==> config.mk <==
export PLATFORM = sky130hd
export DESIGN_NAME = vec_chunk_buffer
export DESIGN_NICKNAME = d
export VERILOG_FILES = /design/src/rtl/vec_chunk_buffer.sv
export SDC_FILE = /design/constraint.sdc
export NUM_CORES = 1
export LEC_CHECK = 0
export CORE_MARGIN = 2
export CORE_UTILIZATION = 30
export CTS_BUF_LIST = sky130_fd_sc_hd__clkbuf_4
export DETAILED_ROUTE_END_ITERATION = 12
export MAX_ROUTING_LAYER = met4
export PLACE_DENSITY = 0.49
export SLEW_MARGIN = 20
export SYNTH_ARGS = -nofsm -noshare
export SYNTH_HDL_FRONTEND = slang
export SYNTH_SLANG_ARGS = --single-unit
==> constraint.sdc <==
create_clock -name clk_in -period 4.2 [get_ports clk_in]
set_input_delay 1.26 -clock clk_in [delete_from_list [all_inputs] [get_ports clk_in]]
set_output_delay 1.26 -clock clk_in [all_outputs]
set_load 0.02 [all_outputs]
==> src/rtl/vec_chunk_buffer.sv <==
// Ping-pong vector buffer: packs an int8 element stream into vectors and
// serves them as WorkingRegs-wide chunks (advance / rewind / release).
// Ports: clk_in, rst_in (async low); wr_valid/wr_data/wr_ready element input;
// in_data_ready/in_data chunk output; req_chunk_in, req_chunk_ptr_rst,
// vec_release consumer requests; vec_count full banks; overflow sticky drop.
// Build option: VEC_CHUNK_BUF_PINGPONG_EN enables the second bank.
module vec_chunk_buffer #(
  parameter int VecLength   = 16,
  parameter int WorkingRegs = 4
) (
  input  logic                               clk_in,
  input  logic                               rst_in,
  input  logic                               wr_valid,
  input  logic signed [7:0]                  wr_data,
  output logic                               wr_ready,
  output logic                               in_data_ready,
  output logic signed [WorkingRegs-1:0][7:0] in_data,
  input  logic                               req_chunk_in,
  input  logic                               req_chunk_ptr_rst,
  input  logic                               vec_release,
  output logic [1:0]                         vec_count,
  output logic                               overflow
);

`ifdef VEC_CHUNK_BUF_PINGPONG_EN
  localparam bit PingPong = 1'b1;
`else
  localparam bit PingPong = 1'b0;
`endif

  localparam int NumChunks = VecLength / WorkingRegs;
  localparam int CW = $clog2(VecLength);
  localparam int PW = $clog2(NumChunks);
  localparam logic [CW-1:0] LastElem = CW'(VecLength - 1);
  localparam logic [PW-1:0] LastChunk = PW'(NumChunks - 1);

  typedef enum logic [1:0] {
    EMPTY,
    FILLING,
    FULL
  } bank_state_t;

  bank_state_t       state_q [2];
  bank_state_t       state_d [2];
  logic              wr_bank_q, wr_bank_d;
  logic              rd_bank_q, rd_bank_d;
  logic [CW-1:0]     wr_cnt_q, wr_cnt_d;
  logic [PW-1:0]     rd_ptr_q, rd_ptr_d;
  logic signed [7:0] mem [2][VecLength];
  logic              accept;
  logic              release_ok;

  assign wr_ready      = (state_q[wr_bank_q] != FULL);
  assign in_data_ready = (state_q[rd_bank_q] == FULL);
  assign accept        = wr_valid & wr_ready;
  assign release_ok    = vec_release & in_data_ready;

  // Single-bank build never lets bank 1 go FULL; the tie keeps
  // the upper bit a structural zero.
  assign vec_count = PingPong
    ? (2'(state_q[0] == FULL) + 2'(state_q[1] == FULL))
    : {1'b0, state_q[0] == FULL};

  always_comb begin
    state_d   = state_q;
    wr_bank_d = wr_bank_q;
    rd_bank_d = rd_bank_q;
    wr_cnt_d  = wr_cnt_q;
    rd_ptr_d  = rd_ptr_q;
    if (accept) begin
      if (wr_cnt_q == LastElem) begin
        state_d[wr_bank_q] = FULL;
        wr_cnt_d  = '0;
        wr_bank_d = PingPong ? ~wr_bank_q : 1'b0;
      end else begin
        state_d[wr_bank_q] = FILLING;
        wr_cnt_d = wr_cnt_q + 1'b1;
      end
    end
    if (req_chunk_ptr_rst) begin
      rd_ptr_d = '0;
    end else if (req_chunk_in) begin
      rd_ptr_d = (rd_ptr_q == LastChunk) ? '0 : rd_ptr_q + 1'b1;
    end
    // A completing write always targets the other bank, so both
    // updates to state_d can land in the same cycle.
    if (release_ok) begin
      state_d[rd_bank_q] = EMPTY;
      rd_bank_d = PingPong ? ~rd_bank_q : 1'b0;
      rd_ptr_d  = '0;
    end
  end

  // Earliest element of the chunk lands in the top lane.
  always_comb begin
    in_data = '0;
    for (int j = 0; j < WorkingRegs; j++) begin
      in_data[WorkingRegs-1-j] =
        mem[rd_bank_q][CW'(int'(rd_ptr_q) * WorkingRegs + j)];
    end
  end

  always_ff @(posedge clk_in or negedge rst_in) begin
    if (!rst_in) begin
      state_q[0] <= EMPTY;
      state_q[1] <= EMPTY;
      wr_bank_q  <= 1'b0;
      rd_bank_q  <= 1'b0;
      wr_cnt_q   <= '0;
      rd_ptr_q   <= '0;
      overflow   <= 1'b0;
      for (int b = 0; b < 2; b++) begin
        for (int i = 0; i < VecLength; i++) begin
          mem[b][i] <= '0;
        end
      end
    end else begin
      state_q   <= state_d;
      wr_bank_q <= wr_bank_d;
      rd_bank_q <= rd_bank_d;
      wr_cnt_q  <= wr_cnt_d;
      rd_ptr_q  <= rd_ptr_d;
      if (wr_valid && !wr_ready) begin
        overflow <= 1'b1;
      end
      if (accept) begin
        mem[wr_bank_q][wr_cnt_q] <= wr_data;
      end
    end
  end

endmodule
==> run metrics, run 1 <==
worst slew pin tran=0.839 ns; pin count of the biggest net entering global routing=81; Post-Syn Instances=382; Clock Power Share=16.9%; Slew Limit Headroom=44.1%; Post-Syn Area=6260 sq um; H-tree levels=4; Switching Share=32.0%; Final ANT Viol Nets=0; worst r2r src=wr_cnt_q[3]; site row count=52; post-CTS setup buffers=0; total I/O pin count=51; worst hold path type=reg -> reg; Starting Density=30.8%; Max Root-Sink Buffers=2; Total Routing Usage GR=14.3%; Die H=148 microns; Routed WL=14.1 mm; core area=20400 sq um; Design Area, Final=7270 sq um; initial antenna violation count=0; Final #Nets=444; Synthesis Warnings=0; count of cell types in the netlist=35; R2R Setup Slk=1.99 ns; Final Slew Violations=0; leak pwr=3.07 nW; number of remaining DRC errors=0; Worst Setup Path Type=reg -> out; routed vias/inst=4.85; Tmin final=3.94 ns; Placement Setup Slack=0.785 ns; MaxCap Viol Count=0; TritonRoute pass-1 iters=4; Vias=3432; P_int=0.00341 W; setup ws final=0.265 ns; final setup fails=0; worst setup path endpoint=in_data[22]; Reg-to-Reg End=mem[184]; fin crit share=93.7%; Skew-Pair Late Insertion Delay=0.55 ns; startpoint types=register; final setup TNS=0 ns; WHS Path Cells=1; CP startpoint=rd_ptr_q[0]; FMAX=254 MHz; DR WL/cell=20.0 microns; Area after DPL=7010 sq um; IO buf count=49; Area growth syn-to-layout=16.1%; register area share after synthesis=54.7%; RSZ-0062 raised after global routing=false; WP data arrival=2.68 ns; hold slack=0.477 ns; combinational share of power=37.6%; CTS tree=done; Hold Violations, Final=0; status=completed; root buffer cell=clkbuf_4; ANT cells=0; Worst Reg2Reg Path Length in Cells=2; critical path required time=2.94 ns; grt ovf=0; sinks on the clock net=137; post-synth top area share=54.7%; die area=22100 sq um; net switching power=0.00160 W; VDD IR-drop max=0.275 mV; share of cells above drive strength 1=48.2%; total power per unit cell area=690 nW/um^2; Final Wtd Congestion=0.735; initial DRC count=167; die width=148 microns; Crit. End Element=output port; Syn Area/Cell=16.4 sq um; Area contributors post-synth=dfrtp_1 55%, mux2_2 22%, mux4_2 12%; synthesized net count=401; Inserted Clock Buffers=17; number of global-route vias before repair=3797; post-CTS sizing=0; Yosys reg bits=137; global-route wire length before repair=22.7 mm; Max Clock Skew=0.0224 ns; clock-pin slew on the worst setup and hold paths=0.12 ns; post-synth top area cell=dfrtp_1; hpwl dp=8.70 mm; Sequential Power Share=45.4%; crit-path max FO=22; Post-CTS Hold Buffers=0
metal layers:
metal | vias up | wire length (microns) | global-route usage (%)
met2 | 54 | 6760 | 22.2
met5 | - | 0 | -
met4 | 0 | 84 | 3.29
met3 | 6 | 510 | 3.90
met1 | 1856 | 6770 | 18.9
li1 | 1516 | - | -
cell type report:
cell class	instances	area [sq um]
Tap cell	270	338
Multi-Input combinational cell	209	2650
Fill cell	1943	13100
Timing Repair Buffer	56	569
Inverter	4	17.5
Clock inverter	14	133
Sequential cell	137	3430
Clock buffer	18	135
state kept, by name, summed over array words and instances (netlist names):
register / count
state_q: 2
mem: 128
overflow: 1
rd_ptr_q: 2
wr_cnt_q: 4
critical path, cell delays in order (launching register included):
cell	delay, ns
dfrtp_2	0.73
buf_12	0.29
mux4_2	0.56
clkdlybuf4s50_1	0.56
synth_stat cells (all sizes together):
| master | number |
|---|---|
| mux2i | 2 |
| a21oi | 2 |
| inv | 4 |
| dfrtp | 137 |
| a21o | 1 |
| nor2 | 1 |
| xnor2 | 1 |
| a31oi | 1 |
| and4b | 3 |
| mux2 | 130 |
| a22oi | 1 |
| a41oi | 1 |
| nor4b | 3 |
| nor2b | 1 |
| mux4 | 32 |
| or4b | 1 |
| nand2b | 1 |
| and2 | 1 |
| nor4 | 1 |
| nor3 | 1 |
| buf | 17 |
| conb | 1 |
| nand2 | 5 |
| clkbuf | 15 |
| nand4 | 6 |
| or3b | 1 |
| ha | 5 |
| nand3 | 3 |
| a211oi | 2 |
| o31ai | 2 |
cells in the final DEF (no fill, tap or decap), types with 4 or more instances in the layout:
master and n:
mux2_4 8, mux2_2 122, clkbuf_4 18, dfrtp_1 136
clkdlybuf4s50_1 48, nand2_1 5, mux4_2 32, clkinv_2 4
buf_4 5, ha_1 5
worst min-delay path by stage:
stage / end / start / slack (ns)
2_1_floorplan: mem[160] / mem[160] / 0.47
3_3_place_gp: overflow / overflow / 0.46
3_5_place_dp: overflow / overflow / 0.46
4_1_cts: overflow / overflow / 0.49
5_1_grt: overflow / overflow / 0.51
6_report: overflow / overflow / 0.48
power by group through the flow:
stage               combinational, W  clock, W  sequential, W
floorplan                    0.00140         0        0.00214
global placement             0.00187         0        0.00229
detailed placement           0.00191         0        0.00231
CTS                          0.00192  0.000882        0.00228
global route                 0.00203  0.000946        0.00237
finish                       0.00189  0.000848        0.00228
stage by stage:
stage	util (%)	std cells	power, W
after floorplan	-	382	0.00354
final	35.7	708	0.00502
after detailed placement	34.4	676	0.00422
after global placement	34.4	676	0.00416
after CTS	35.7	708	0.00509
after global routing	35.7	708	0.00534
logic make-up (layout without fill, tap and decap cells):
family / count (synthesis) / in the layout / share of synthesized area, %
adders and majority gates: 5 / 5 / 0.999
other: 1 / 1 / 0.0599
DFF: 137 / 137 / 54.7
AOI/OAI and AO/OA: 10 / 10 / 1.12
buffers and inverters: 36 / 92 / 2.94
muxes: 164 / 164 / 35.7
and+or+nand+nor: 28 / 28 / 4.33
xor gates and xnor gates: 1 / 1 / 0.140
Power figures use the tool's default switching activity.
==> run 2: changes to the inputs <==
--- a/config.mk
+++ b/config.mk
@@ -5,10 +5,11 @@
 export SDC_FILE = /design/constraint.sdc
 export NUM_CORES = 1
 export LEC_CHECK = 0
-export CORE_MARGIN = 2
+export CORE_MARGIN = 4
 export CORE_UTILIZATION = 30
 export CTS_BUF_LIST = sky130_fd_sc_hd__clkbuf_4
 export DETAILED_ROUTE_END_ITERATION = 12
+export GPL_ROUTABILITY_DRIVEN = 0
 export MAX_ROUTING_LAYER = met4
 export PLACE_DENSITY = 0.49
 export SLEW_MARGIN = 20
==> constraint.sdc (replaced) <==
create_clock -name clk_in -period 3.9 [get_ports clk_in]
set_input_delay 1.17 -clock clk_in [delete_from_list [all_inputs] [get_ports clk_in]]
set_output_delay 1.17 -clock clk_in [all_outputs]
set_load 0.02 [all_outputs]
==> run 2 against run 1 <==
Die area grew 5.5%. Clock-buffer cell count grew 2. Core utilization grew 0.14 points. Via count shrank 0.82%. Hold slack lost 0.0032 ns. Clock power shrank 4.4%. Critical path type unchanged. Largest cell class unchanged. Largest power group unchanged.
==> run metrics, run 2 (same netlist as run 1, synthesis figures left out) <==
number of global-route vias before repair=3853 (was 3797); die area=23300 sq um (was 22100 sq um); initial DRC count=144 (was 167); post-CTS sizing=0 (unchanged); global-route wire length before repair=22.3 mm (was 22.7 mm); Post-CTS Hold Buffers=0 (unchanged); Total Routing Usage GR=12.7% (was 14.3%); initial antenna violation count=0 (unchanged); max incr delay on CP=0.60 ns (was 0.73 ns); startpoint types=register (unchanged); critical path required time=2.73 ns (was 2.94 ns); largest registers=mem: 128 flops, wr_cnt_q: 4 flops (unchanged); final setup TNS=0 ns (unchanged); site row count=52 (unchanged); MaxCap Viol Count=0 (unchanged); grt ovf=0 (unchanged); worst slew pin tran=0.830 ns (was 0.839 ns); CTS tree=done (unchanged); total power per unit cell area=725 nW/um^2 (was 690 nW/um^2); CP startpoint=rd_ptr_q[0] (unchanged); post-route insts no fill=714 (was 708); final setup fails=0 (unchanged); commonest non-fill, non-tap cells in the layout=136 x dfrtp_1, 122 x mux2_2, 48 x clkdlybuf4s50_1 (unchanged); fin util=35.9% (was 35.7%); Tmin final=3.67 ns; # fillers=1962 (was 1943); hold path start=overflow (unchanged); Vias=3404 (was 3432); clock-pin slew on the worst setup and hold paths=0.11 ns (was 0.12 ns); Sequential Power Share=46.1% (was 45.4%); Largest register FFs=128 (unchanged); Max Root-Sink Buffers=2 (unchanged); net switching power=0.00166 W (was 0.00160 W); hpwl dp=8.64 mm (was 8.70 mm); ANT cells=0 (unchanged); Starting Density=30.8% (unchanged); FMAX=273 MHz; leading cell type in the layout, fill and taps excluded=dfrtp_1 (unchanged); core area=20400 sq um (unchanged); Skew-Pair Late Insertion Delay=0.52 ns (was 0.55 ns); crit-path max FO=12 (was 22); IO buf count=49 (unchanged); Largest Register=mem (unchanged); TritonRoute pass-1 iters=4 (unchanged); worst hold path type=reg -> reg (unchanged); number of remaining DRC errors=0 (unchanged); Slew Limit Headroom=44.6% (was 44.1%); RSZ-0062 raised after global routing=false (unchanged); Final Slew Violations=0 (unchanged); worst r2r src=wr_cnt_q[3] (unchanged); Critical path buffers and inverters=2 (unchanged); R2R Setup Slk=1.71 ns (was 1.99 ns); Clock Power Share=15.3% (was 16.9%); Routed WL=13.7 mm (was 14.1 mm); Crit. End Element=output port (unchanged); sinks on the clock net=137 (unchanged); WP data arrival=2.50 ns (was 2.68 ns); Max Clock Skew=0.0155 ns (was 0.0224 ns); post-CTS setup buffers=0 (unchanged); leak pwr=3.09 nW (was 3.07 nW); VDD IR-drop max=0.357 mV (was 0.275 mV); pin count of the biggest net entering global routing=108 (was 81); # placed instances=682 (was 676); die width=152 microns (was 148 microns); Worst Setup Path Type=reg -> out (unchanged); Die H=152 microns (was 148 microns); family with the most delay on the worst path=buffers and inverters (unchanged); share of cells above drive strength 1=49.1% (was 48.2%); Pwr Total=0.00529 W (was 0.00502 W); CP cell instances=buf_4 > mux4_2 > clkdlybuf4s50_1 (was buf_12 > mux4_2 > clkdlybuf4s50_1); Hold Violations, Final=0 (unchanged); H-tree levels=4 (unchanged); total I/O pin count=51 (unchanged); fin crit share=94.1%; Switching Share=31.4% (was 32.0%); Final #Nets=451 (was 444); DR WL/cell=19.2 microns (was 20.0 microns); combinational share of power=38.6% (was 37.6%); Area growth syn-to-layout=16.6% (was 16.1%); status=completed (unchanged); P_int=0.00363 W (was 0.00341 W); Inserted Clock Buffers=17 (unchanged); routed vias/inst=4.77 (was 4.85); root buffer cell=clkbuf_4 (unchanged); slowest cell on the critical path=dfrtp_4 (was dfrtp_2); Final ANT Viol Nets=0 (unchanged)
-- run 2: cell types whose count changed in the layout (fill, tap and decap cells not counted) --
cell / change
clkinv_4: -3
dfrtp_2: -1
bufinv_16: -1
dfrtp_4: +1
buf_16: +1
buf_12: -1
clkinv_1: -1
clkbuf_4: +2
buf_4: +7
clkinv_2: +2
-- run 2: power by group through the flow --
stage,combinational [W],clock [W],sequential (W)
after floorplan,0.00151,0,0.00230
after global placement,0.00203,0,0.00245
after detailed placement,0.00207,0,0.00248
after CTS,0.00208,0.000848,0.00245
after global routing,0.00221,0.000906,0.00253
final,0.00204,0.000811,0.00244
-- run 2: worst paths after layout --
path                                to  cells after the start
max                        in_data[21]                      3
max reg2reg                   mem[189]                      2
min                           overflow                      1
min in group asynchronous     mem[198]                      1
max in group asynchronous     mem[176]                      2
min reg2reg                   overflow                      1
-- run 2: area by class of cell --
type / instances / area, sq um / area share (%)
multi-input combinational: 209 / 2650 / 36.3
clock inverter: 11 / 82.6 / 1.13
clock buffer: 20 / 150 / 2.06
inverter: 4 / 17.5 / 0.240
tap: 270 / 338 / 4.63
timing repair buffer: 63 / 629 / 8.62
sequential: 137 / 3430 / 47.0
-- run 2: worst register-to-register path: cells and delay by family, from the launching register on --
family / cells / cell delay [ns]
simple gates: 1 / 0.79
flops: 1 / 0.90
mux: 1 / 0.40
-- run 2: metrics by stage --
step | setup WS, ns | hold WS, ns | instance area, sq um
4_1_cts | 0.0390 | 0.480 | 7270
2_1_floorplan | 1.30 | 0.474 | 6260
3_5_place_dp | 0.536 | 0.455 | 7040
6_report | 0.232 | 0.473 | 7300
3_3_place_gp | 0.591 | 0.463 | 7040
5_1_grt | 0.0691 | 0.496 | 7300
-- run 2: layer usage --
metal | GRT usage [%] | vias up | wire [microns]
li1 | - | 1526 | -
met1 | 17.4 | 1819 | 6750
met2 | 19.2 | 47 | 6420
met3 | 3.15 | 12 | 401
met4 | 3.31 | 0 | 139
met5 | - | - | 0
